### src/rtl/mult_div_32bit.sv
// Iterative MIPS MULT/MULTU/DIV/DIVU unit: 32-step shift-add multiply or restoring divide into HI/LO.
// Latency 34 cycles start-to-done (2 for divide by zero); start is ignored while busy.
module mult_div_32bit (
  input  logic        clk,
  input  logic        reset,
  input  logic        start,
  input  logic [1:0]  op,
  input  logic [31:0] A,
  input  logic [31:0] B,
  output logic        busy,
  output logic        done,
  output logic [31:0] hi,
  output logic [31:0] lo,
  output logic        div_by_zero
);

  typedef enum logic [1:0] {IDLE, CALC, FIX, DONE} state_t;

  state_t      state;
  logic [4:0]  cnt;
  logic        is_div;
  logic        neg_lo;
  logic        neg_hi;
  logic [31:0] m_reg;
  logic [63:0] acc;
  logic [31:0] rem;

  logic        is_signed;
  logic        a_neg;
  logic        b_neg;
  logic [31:0] a_mag;
  logic [31:0] b_mag;
  logic        dz_req;

  logic [32:0] mul_sum;
  logic [63:0] mul_next;
  logic [32:0] div_shift;
  logic [32:0] div_diff;
  logic [63:0] prod_fix;
  logic [31:0] quot_fix;
  logic [31:0] rem_fix;

  always_comb begin
    is_signed = ~op[0];
    a_neg     = is_signed & A[31];
    b_neg     = is_signed & B[31];
    a_mag     = a_neg ? (~A + 32'd1) : A;
    b_mag     = b_neg ? (~B + 32'd1) : B;
    dz_req    = op[1] && (B == 32'd0);
  end

  // Multiply: acc = {partial product, remaining multiplier bits}; divide: acc[31:0] shifts dividend out, quotient in.
  always_comb begin
    mul_sum   = {1'b0, acc[63:32]} + (acc[0] ? {1'b0, m_reg} : 33'd0);
    mul_next  = {mul_sum, acc[31:1]};
    div_shift = {rem, acc[31]};
    div_diff  = div_shift - {1'b0, m_reg};
    prod_fix  = neg_lo ? (~acc + 64'd1) : acc;
    quot_fix  = neg_lo ? (~acc[31:0] + 32'd1) : acc[31:0];
    rem_fix   = neg_hi ? (~rem + 32'd1) : rem;
  end

  always_ff @(posedge clk) begin
    if (reset) begin
      state       <= IDLE;
      cnt         <= 5'd0;
      is_div      <= 1'b0;
      neg_lo      <= 1'b0;
      neg_hi      <= 1'b0;
      m_reg       <= 32'd0;
      acc         <= 64'd0;
      rem         <= 32'd0;
      busy        <= 1'b0;
      done        <= 1'b0;
      hi          <= 32'd0;
      lo          <= 32'd0;
      div_by_zero <= 1'b0;
    end else begin
      case (state)
        IDLE, DONE: begin
          if (state == DONE && busy) begin
            // divide-by-zero path: one busy cycle already spent, now pulse done
            busy <= 1'b0;
            done <= 1'b1;
          end else begin
            done <= 1'b0;
            if (start) begin
              busy        <= 1'b1;
              is_div      <= op[1];
              div_by_zero <= 1'b0;
              if (dz_req) begin
                hi          <= A;
                lo          <= 32'hFFFF_FFFF;
                div_by_zero <= 1'b1;
                state       <= DONE;
              end else begin
                state  <= CALC;
                cnt    <= 5'd0;
                neg_lo <= a_neg ^ b_neg;
                neg_hi <= a_neg;
                rem    <= 32'd0;
                if (op[1]) begin
                  m_reg <= b_mag;
                  acc   <= {32'd0, a_mag};
                end else begin
                  m_reg <= a_mag;
                  acc   <= {32'd0, b_mag};
                end
              end
            end else begin
              state <= IDLE;
            end
          end
        end

        CALC: begin
          if (is_div) begin
            if (!div_diff[32]) begin
              rem <= div_diff[31:0];
              acc <= {acc[63:32], acc[30:0], 1'b1};
            end else begin
              rem <= div_shift[31:0];
              acc <= {acc[63:32], acc[30:0], 1'b0};
            end
          end else begin
            acc <= mul_next;
          end
          cnt <= cnt + 5'd1;
          if (cnt == 5'd31) state <= FIX;
        end

        FIX: begin
          if (is_div) begin
            hi <= rem_fix;
            lo <= quot_fix;
          end else begin
            hi <= prod_fix[63:32];
            lo <= prod_fix[31:0];
          end
          busy  <= 1'b0;
          done  <= 1'b1;
          state <= DONE;
        end

        default: state <= IDLE;
      endcase
    end
  end

endmodule

### config.mk
export PLATFORM = sky130hd
export DESIGN_NAME = mult_div_32bit
export DESIGN_NICKNAME = d
export VERILOG_FILES = /design/src/rtl/mult_div_32bit.sv
export SDC_FILE = /design/constraint.sdc
export NUM_CORES = 1
export LEC_CHECK = 0
export CAP_MARGIN = 5
export CORE_MARGIN = 2
export CORE_UTILIZATION = 50
export CTS_CLUSTER_SIZE = 10
export DETAILED_ROUTE_END_ITERATION = 10
export DONT_BUFFER_PORTS = 1
export PLACE_DENSITY = 0.72
export SLEW_MARGIN = 0
export SYNTH_ARGS = -nofsm -noshare
export SYNTH_HDL_FRONTEND = slang
export SYNTH_SLANG_ARGS = --single-unit
### constraint.sdc
create_clock -name clk -period 5.4 [get_ports clk]
set_clock_uncertainty 0.05 [all_clocks]
set_input_delay 0.54 -clock clk [delete_from_list [all_inputs] [get_ports clk]]
set_output_delay 0.54 -clock clk [all_outputs]
set_load 0.01 [all_outputs]
==> flow_metrics.tcl <==
set metrics [dict create \
    cts_buffers 26 \
    finalWorstSetupSlack_ns 1.150 \
    synth_compound_area_share_pct 25.77 \
    share_of_yosys_cell_area_claimed_by_the_top_area_cell_type_pct 25.93 \
    regToRegEndpoint "acc[0]$_SDFFE_PP0P_" \
    finalCriticalPeriod_ns 4.250 \
    postCtsHoldBufs 0 \
    endpoint_kind "register" \
    drt_drc_violations_left 0 \
    route.top_layer_used "met5" \
    power.internal_mw 3.948 \
    grt_max_degree 166 \
    netSwitchingFraction_pct 44.41 \
    synth_simple_gate_area_share_pct 19.96 \
    min_from "reset" \
    drt_pre_antenna_iters 5 \
    fmax_ghz 0.2353 \
    ys.warnings.count 0 \
    drt-met1-wl_um 21070 \
    postCtsSetupBuffers 0 \
    detail-route-antenna-nets 0 \
    seq_area_frac_synth_pct 25.93 \
    reg2regPathDepth 14 \
    grt_remaining_overflow 0 \
    synth.largest_area_cell "sky130_fd_sc_hd__dfxtp_1" \
    num_antenna_cells 0 \
    min-delay-path-class "in -> reg" \
    mostFrequentLayoutCell "sky130_fd_sc_hd__nor2_1" \
    max-cap-violations 0 \
    switchingPower_mw 3.153 \
    share_comb_of_total_power_pct 44.0 \
    worst_ep_arrival_time_ns 4.63 \
    layout.cells.most_common_list "sky130_fd_sc_hd__nor2_1, sky130_fd_sc_hd__dfxtp_1, sky130_fd_sc_hd__nand2_1, sky130_fd_sc_hd__a21oi_1, sky130_fd_sc_hd__o21ai_0" \
    dpl.hpwl_um 38190 \
    postLayoutCoreUtil_pct 53.24 \
    multiInputGateArea_um2 10920 \
    synth_cells 2089 \
    wirelength_um 50850 \
    yosys-mux-area-fraction_pct 5.628 \
    p_leak_nw 6.366 \
    via_count 15270 \
    async_flop_share_pct 0 \
    worst_setup_path_start_kind "register" \
    grt_first_pass_wirelength_um 78960 \
    outcome "finished clean" \
    worstHoldEndpoint "hi[12]$_SDFFE_PP0P_" \
    numPortBuffers 0 \
    slew-limit-headroom_pct 12.13 \
    placed_cells 2366 \
    cp_data_required_time_ns 5.78 \
    cts_tree "yes" \
    path_max_fanout 24 \
    h-tree-depth 1 \
    sequentialPowerShare_pct 33.1 \
    dr_wl_met2_um 22220 \
    ctsResizeCount 0 \
    critPathSlowestCell "sky130_fd_sc_hd__xnor2_4" \
    synth.cell_area_um2 15830 \
    drt_iter0_markers 1360 \
    finalSetupViolCount 0 \
    netlist-cell-type-count 73 \
    hold_viol 0 \
    layout-area-overhead-vs-synth_pct 5.605 \
    clock_tree.buffer_depth 3 \
    crit_path_frequent_cell "sky130_fd_sc_hd__a21oi_1" \
    drive_gt1_share_pct 5.087 \
    routed_wire_length_per_instance_um 21.13 \
    clk_sinks 205 \
    avgViaCountPerCell 6.342 \
    grt_antenna_before_repair 2 \
    synth_top_flop_cell "sky130_fd_sc_hd__dfxtp_1" \
    ioPinCount 136 \
    postSynthNetCount 2234 \
    worst_setup_timing_slack_at_the_placement_stage_ns 1.025 \
    slew_viol_final 0 \
    synth_edf_count 0 \
    syn_avg_cell_area_um2 7.577 \
    routed-wl-met3_um 4206 \
    regArea_um2 4109 \
    initial_core_util_pct 50.42 \
    clk_transition_reported_paths_ns 0.06 \
    design.die.area_um2 33090 \
    regToRegStartpoint "acc[31]$_SDFFE_PP0P_" \
    top_register "acc" \
    synth_top_family_by_area "compound AO/OA/AOI/OAI gates" \
    floorplan.die.width_um 181.9 \
    yosys-top-cells-area "sky130_fd_sc_hd__dfxtp_1, sky130_fd_sc_hd__nor2_1, sky130_fd_sc_hd__ha_1" \
    finalWeightedCongestion 0.9742 \
    die_y_um 181.9 \
    root_buffer "sky130_fd_sc_hd__clkbuf_16" \
    grt_pass1_vias 13940 \
    powerDensity_nw_per_um2 424.9 \
    finalNetCount 2137 \
    fillCellCount 3019 \
    timing.critical_path.slowest_cell_delay_ns 0.52 \
    transition_time_of_the_tightest_slew_check_pin_ns 1.315 \
    critical_path_class "reg -> reg" \
    vdd_ir_drop_max_v 0.0003073 \
    coreArea_um2 31390 \
    crit_share_post_route_pct 78.71 \
    largest_reg_flops 64 \
    synth-adder-area-share_pct 6.103 \
    reg2reg_setup_slack_ns 1.15 \
    instances_no_fill 2407 \
    crit_path_cell_trace "inv_1 > ha_1 > fa_1 > nand2b_1 > a21oi_1 > o41a_1 > a21bo_2 > a21oi_1 > nor3_1 > o221ai_1 > xnor2_4 > buf_12 > a311oi_1 > a211oi_1" \
    clock_latency_ns 0.54 \
    hold_path_depth 1 \
    fp-row-count 65 \
    worst_hold_check_slack_ns 0.01898 \
    postSynthRegisterBits 205 \
    final.setup.tns_ns 0 \
    gr-usage-all-layers_pct 29.96 \
    share_clk_of_total_power_pct 22.9 \
    fraction_of_synthesized_cell_area_in_xor_and_xnor_cells_pct 11.34 \
    grt_setup_unrepaired "false" \
]
-- power by group through the flow --
stage,registers [mW],clock network [mW],logic (mW)
floorplan,2.17,0,2.51
global placement,2.36,0,3.00
detailed placement,2.37,0,3.07
CTS,2.34,1.64,3.09
global route,2.39,1.71,3.46
finish,2.35,1.63,3.12
-- worst max-delay path: cells and delay by family (launching register included) --
family	cells	cell delay (ns)
DFF	1	0.37
AOI/OAI and AO/OA	7	1.60
buffers and inverters	2	0.40
adders and majority gates	2	0.61
xor gates and xnor gates	1	0.52
and+or+nand+nor	2	0.55
-- metal layers --
layer / GRT usage [%] / up-vias
met4: 18.77 / 4
met1: 38.17 / 7162
met2: 46.59 / 603
met5: 0 / -
li1: - / 7335
met3: 5.856 / 162
-- worst max path at each step --
stage | cells past startpoint | end | startpoint | slack [ns]
floorplan | 14 | rem[25]$_SDFFE_PP0P_ | acc[31]$_SDFFE_PP0P_ | 1.91
global placement | 14 | acc[62]$_SDFFE_PP0P_ | B[1] | 1.27
detailed placement | 14 | acc[62]$_SDFFE_PP0P_ | B[1] | 1.03
CTS | 14 | acc[0]$_SDFFE_PP0P_ | acc[31]$_SDFFE_PP0P_ | 1.20
global route | 14 | acc[0]$_SDFFE_PP0P_ | acc[31]$_SDFFE_PP0P_ | 0.86
finish | 14 | acc[0]$_SDFFE_PP0P_ | acc[31]$_SDFFE_PP0P_ | 1.15
-- synthesized netlist by cell type, types with 9 or more instances --
library cell               count
sky130_fd_sc_hd__or3_1        24
sky130_fd_sc_hd__a21o_1       42
sky130_fd_sc_hd__nor3_1       64
sky130_fd_sc_hd__a311oi_1     39
sky130_fd_sc_hd__nand3_1      28
sky130_fd_sc_hd__xor2_1      100
sky130_fd_sc_hd__a22o_1       16
sky130_fd_sc_hd__mux2_2       16
sky130_fd_sc_hd__nand2b_1     26
sky130_fd_sc_hd__dfxtp_1     205
sky130_fd_sc_hd__inv_1        67
sky130_fd_sc_hd__nand2_1     153
sky130_fd_sc_hd__a211oi_1     99
sky130_fd_sc_hd__buf_1        18
sky130_fd_sc_hd__mux2i_1      71
sky130_fd_sc_hd__o21ai_0     128
sky130_fd_sc_hd__a31oi_1      10
sky130_fd_sc_hd__xnor2_1     103
sky130_fd_sc_hd__or4_1        16
sky130_fd_sc_hd__nor2_1      305
sky130_fd_sc_hd__o211ai_1     10
sky130_fd_sc_hd__buf_2        19
sky130_fd_sc_hd__ha_1         74
sky130_fd_sc_hd__o41ai_1      19
sky130_fd_sc_hd__o31ai_1      43
sky130_fd_sc_hd__a21oi_1     136
sky130_fd_sc_hd__and3_1       12
sky130_fd_sc_hd__nor4_1       14
sky130_fd_sc_hd__clkbuf_1    104
sky130_fd_sc_hd__nand4_1       9
-- final cells by class --
class                   count  share of cell area, %
multi-input cells        1672                  65.35
flip-flops and latches    205                  24.58
clock buffers              37                  4.506
well taps                 402                  3.009
inverters                  69                  1.550
repair buffers             18                 0.8833
clock inverters             4                 0.1198
-- stage by stage --
step / instance area [um^2] / power [mW]
after global placement: 15940 / 5.362
after detailed placement: 15940 / 5.445
after CTS: 16710 / 7.075
final: 16710 / 7.101
after global routing: 16710 / 7.567
after floorplan: 15830 / 4.684
-- logic make-up after synthesis --
logic type	after synthesis
AND/OR/NAND/NOR	693
AO/OA/AOI/OAI	612
buffers and inverters	212
flip-flops	205
XOR/XNOR	204
multiplexers	87
adder cells (fa/ha/maj)	76
(Power assumes the default switching activity.)
